`src/rtl/fetch_ctrl.sv`:
```
// fetch_ctrl: program counter, IDLE/RUN/HALT sequencing and jump-target LUT.
// Latency: pc/taken/done update one cycle after inputs are sampled; LUT read is combinational.
// Optional build macro TAKEN_CNT_EN adds a saturating taken_cnt redirect counter output.
module fetch_ctrl #(
  parameter int PC_W       = 10,
  parameter int LUT_AW     = 5,
  parameter int START_ADDR = 0
) (
  input  logic              clk,
  input  logic              reset,
  input  logic              start,
  input  logic              stall,
  input  logic              br_op,
  input  logic              Jen,
  input  logic              Brc_J,
  input  logic [LUT_AW-1:0] lut_idx,
  input  logic              halt_op,
  input  logic              lut_we,
  input  logic [LUT_AW-1:0] lut_waddr,
  input  logic [PC_W-1:0]   lut_wdata,
`ifdef TAKEN_CNT_EN
  output logic [15:0]       taken_cnt,
`endif
  output logic [PC_W-1:0]   pc,
  output logic              taken,
  output logic              done
);

  typedef enum logic [1:0] {
    IDLE = 2'd0,
    RUN  = 2'd1,
    HALT = 2'd2
  } state_t;

  state_t            state_q, state_d;
  logic [PC_W-1:0]   pc_q, pc_d;
  logic              taken_q, taken_d;
  logic              done_q, done_d;
  logic              redir;
  logic              count_redir;
  logic [PC_W-1:0]   lut_rdata;

  // Target table is never reset; contents survive a core reset.
  logic [PC_W-1:0]   lut_q [2**LUT_AW];

  // Brc_J is active-low: a cleared bit means the branch condition held.
  assign redir     = Jen | (br_op & ~Brc_J);
  // Combinational read sees the pre-edge contents, so a same-cycle write returns the old value.
  assign lut_rdata = lut_q[lut_idx];

  // LUT write port, usable in every state including reset.
  always_ff @(posedge clk) begin
    if (lut_we) begin
      lut_q[lut_waddr] <= lut_wdata;
    end
  end

  // State, pc and status registers with synchronous reset.
  always_ff @(posedge clk) begin
    if (reset) begin
      state_q <= IDLE;
      pc_q    <= '0;
      taken_q <= 1'b0;
      done_q  <= 1'b0;
    end else begin
      state_q <= state_d;
      pc_q    <= pc_d;
      taken_q <= taken_d;
      done_q  <= done_d;
    end
  end

  // Next-state and next-pc selection; in RUN halt beats stall beats redirect beats increment.
  always_comb begin
    state_d     = state_q;
    pc_d        = pc_q;
    taken_d     = 1'b0;
    done_d      = done_q;
    count_redir = 1'b0;
    case (state_q)
      IDLE: begin
        if (start) begin
          state_d = RUN;
          pc_d    = PC_W'(START_ADDR);
        end
      end
      RUN: begin
        if (halt_op) begin
          state_d = HALT;
          done_d  = 1'b1;
        end else if (stall) begin
          pc_d = pc_q;
        end else if (redir) begin
          pc_d        = lut_rdata;
          taken_d     = 1'b1;
          count_redir = 1'b1;
        end else begin
          pc_d = pc_q + 1'b1;
        end
      end
      HALT: begin
        pc_d = pc_q;
      end
      default: begin
        state_d = IDLE;
      end
    endcase
  end

`ifdef TAKEN_CNT_EN
  logic [15:0] taken_cnt_q;

  // Redirect counter: cleared by reset or by the start that launches RUN, saturates at all-ones.
  always_ff @(posedge clk) begin
    if (reset) begin
      taken_cnt_q <= '0;
    end else if ((state_q == IDLE) && start) begin
      taken_cnt_q <= '0;
    end else if (count_redir && (taken_cnt_q != 16'hFFFF)) begin
      taken_cnt_q <= taken_cnt_q + 16'd1;
    end
  end

  assign taken_cnt = taken_cnt_q;
`endif

  assign pc    = pc_q;
  assign taken = taken_q;
  assign done  = done_q;

endmodule

```
`config.mk`:
```
export PLATFORM = sky130hd
export DESIGN_NAME = fetch_ctrl
export DESIGN_NICKNAME = d
export VERILOG_FILES = /design/src/rtl/fetch_ctrl.sv
export SDC_FILE = /design/constraint.sdc
export NUM_CORES = 1
export LEC_CHECK = 0
export BUFFER_PORTS_ARGS = -buffer_cell sky130_fd_sc_hd__clkbuf_2
export CORE_ASPECT_RATIO = 1.25
export CORE_MARGIN = 5
export CORE_UTILIZATION = 35
export CTS_CLUSTER_SIZE = 16
export DETAILED_ROUTE_END_ITERATION = 16
export HOLD_SLACK_MARGIN = 0.03
export SLEW_MARGIN = 20
export SYNTH_ARGS = -nofsm -noshare
export SYNTH_HDL_FRONTEND = slang
export SYNTH_SLANG_ARGS = --single-unit
```
`constraint.sdc`:
```
create_clock -name clk -period 3.6 [get_ports clk]
set_clock_uncertainty 0.05 [all_clocks]
set_input_delay 0.36 -clock clk [delete_from_list [all_inputs] [get_ports clk]]
set_output_delay 0.36 -clock clk [all_outputs]
set_load 0.05 [all_outputs]
```
==> impl_metrics.toml <==
[timing]
max_freq_mhz = 411
finalHoldViolations = 0
min_period_over_period_pct = 67.6
fin_setup_tns_ns = 0
layout_min_cycle_time_ns = 2.44
whs_ns = 0.138
slew_headroom_pct = 46.5
worst_pin_slew_ns = 0.782
slew_viol_final = 0
finalSetupViolCount = 0
rsz0062_at_grt = "false"

[clocking]
cts_buffers = 35
cts_resized = 0
cts_tree = "yes"
htreeDepth = 2
clk_path_buf_depth = 3
ctsHoldBuffers = 0
clockRootBuffer = "clkbuf_16"
cts.clk_slew.worst_paths_ns = 0.06
worstSkewPairLatency_ns = 0.50
clkSinkCount = 334
postCtsSetupRepairBufs = 0

[synth]
synth-seq-cells = 334
synth_flop_cell = "edfxtp_1"
synth.avg_cell_area_um2 = 20.8
yosysSeqAreaShare_pct = 75.1
synth_cells = 632
synth_enable_flop_cells = 320
yosys_warnings = 0
synthDistinctLibCells = 53
syn-num-nets = 662
synthesis.area_um2 = 13200
async_flop_share_pct = 0

[die]
start_util_pct = 35.3
die_area_um2 = 41600
die_w_um = 184
pin_count = 41
die_h_um = 227
core.rowCount = 79
core-area_um2 = 37300

[global_route]
gr-usage-met3_pct = 2.82
grt_pass1_vias = 6722
met2_usage_pct = 23.9
grt_util_all_layers_pct = 14.2
grt_max_degree = 33
grt_busiest_layer = "met2"
grtUsageMet1_pct = 19.1
antenna_found_initial = 0
gr-total-overflow = 0
grt_pass1_wl_um = 43800

[power_and_ir_drop]
ir_worst_vdd_v = 0.000328
p_int_w = 0.00642
combPwrFrac_pct = 5.3
p_leak_nw = 4.86
netSwitchingPower_w = 0.00164
switching_share_pct = 20.3
power_frac_clock_pct = 41.1
seq_power_share_pct = 53.6
p_per_area_nw_per_um2 = 529

[drt]
wl_per_cell_um = 23.6
drt_wl_total_um = 29000
remaining_drc_errors = 0
vias_per_cell = 5.24
vias = 6455
ant_nets = 0
dr.pass1.iters = 5
drt-initial-drc-count = 615

[worst_setup_path]
cp_max_fo = 7
critPathCaptureType = "register"
arrival_ns = 2.81
critPathLaunchType = "register"
worstPathRequired_ns = 3.97
worst-setup-path-type = "reg2reg"

[placement]
port_buffers = 40
hpwl_um = 18300
gp_congestion = 0.764
placedInstanceArea_um2 = 14200

[cells_and_area]
area_growth_pct = 15.7
nNetsFinal = 751
stdcell_area_um2 = 15200
drive_gt1_share_pct = 28.2

[status]
status = "finished clean"

[min_path]
hp-class = "in2reg"

[flow_run]
cap_violations = 0
registers in the layout, summed over array words and instances, names as in the netlist:
register  cells
done          1
state_q       2
pc           10
lut_q       320
taken         1
per-stage QoR:
step                      cells  total power [W]  util [%]  worst slack (ns)
final                      1232          0.00805      40.9              1.16
after global routing       1231          0.00834      40.9              1.05
after CTS                  1231          0.00813      40.9              1.21
after detailed placement   1170          0.00483      38.0             0.875
after global placement     1170          0.00483      38.0             0.880
after floorplan             632          0.00465         -              1.35
layer usage:
metal  routed length, um  vias up
li1                    -     2844
met1               12300     3380
met2               14500      196
met3                1710       35
met4                 490        0
met5                   0        -
power by group through the flow:
stage	clock, W	sequential [W]	combinational, W
floorplan	0	0.00441	0.000240
global placement	0	0.00440	0.000428
detailed placement	0	0.00440	0.000432
CTS	0.00338	0.00432	0.000433
global route	0.00356	0.00432	0.000457
finish	0.00331	0.00432	0.000425
cell usage after synthesis (2+ instances only):
cell type,count,share of area [%]
clkbuf_1,13,0.37
nor2b_1,4,0.19
edfxtp_1,320,73
a21oi_1,12,0.46
o2111ai_1,2,0.13
mux2_2,5,0.43
o221ai_1,2,0.13
o21ai_0,5,0.19
a2111oi_0,2,0.13
nor3_1,5,0.19
o22ai_1,2,0.095
nand3_1,7,0.27
nand3b_1,8,0.46
nand2_1,14,0.40
o211ai_1,3,0.17
a31oi_1,2,0.095
nor3b_1,4,0.23
buf_4,4,0.23
mux4_2,74,13
nand2b_1,3,0.14
dfxtp_1,14,2.1
buf_2,10,0.38
nor2_1,41,1.2
or3b_2,4,0.27
inv_1,5,0.14
a21o_1,2,0.11
a22o_1,2,0.13
mux4_1,12,2.4
or3_1,4,0.19
mux2i_1,14,1.1
a22oi_1,8,0.46
a221oi_1,4,0.27
area by class of cell:
type / instances / area (um2)
fill: 3217 / 22000
clock buffer: 47 / 963
inverter: 5 / 18.8
tap: 486 / 608
timing repair buffer: 82 / 558
sequential: 334 / 9890
multi-input combinational: 263 / 3100
antenna: 1 / 2.50
clock inverter: 14 / 88.8
cells in the final DEF (no fill, tap or decap), drive strengths merged, types with 6 or more instances in the layout:
cell type	synthesis	routed
a21oi	12	12
a22oi	8	8
buf	17	45
clkbuf	13	84
clkinv	0	12
dfxtp	14	14
edfxtp	320	320
mux2i	14	14
mux4	86	86
nand2	14	14
nand3	7	7
nand3b	8	8
nor2	41	41
nor3	6	6
o21ai	6	6
critical path, cell delays in order, from the launching register on:
cell	delay, ns
dfxtp_1	0.36
nor4b_1	0.66
o211ai_1	0.42
inv_1	0.33
o2111ai_1	0.35
o211ai_1	0.19
kinds of logic (layout without fill, tap and decap cells):
kind of cell,after synthesis,after routing,synth area share [%]
adders and majority gates,1,1,0.0950
buffers and inverters,35,148,1.35
muxes,105,105,16.5
DFF,334,334,75.1
other,0,1,0
xor gates and xnor gates,1,1,0.0665
AOI/OAI and AO/OA,55,55,2.95
and+or+nand+nor,101,101,3.90
worst paths after layout:
| path | start | endpoint | slack [ns] | cells after the start |
|---|---|---|---|---|
| worst max register to register | state_q[1] | pc[3] | 1.16 | 5 |
| worst max-delay path | state_q[1] | pc[3] | 1.16 | 5 |
| worst min-delay path | start | state_q[0] | 0.14 | 3 |
| worst min register to register | done | done | 0.41 | 2 |
Note: power is estimated with default switching activity, not from simulation.
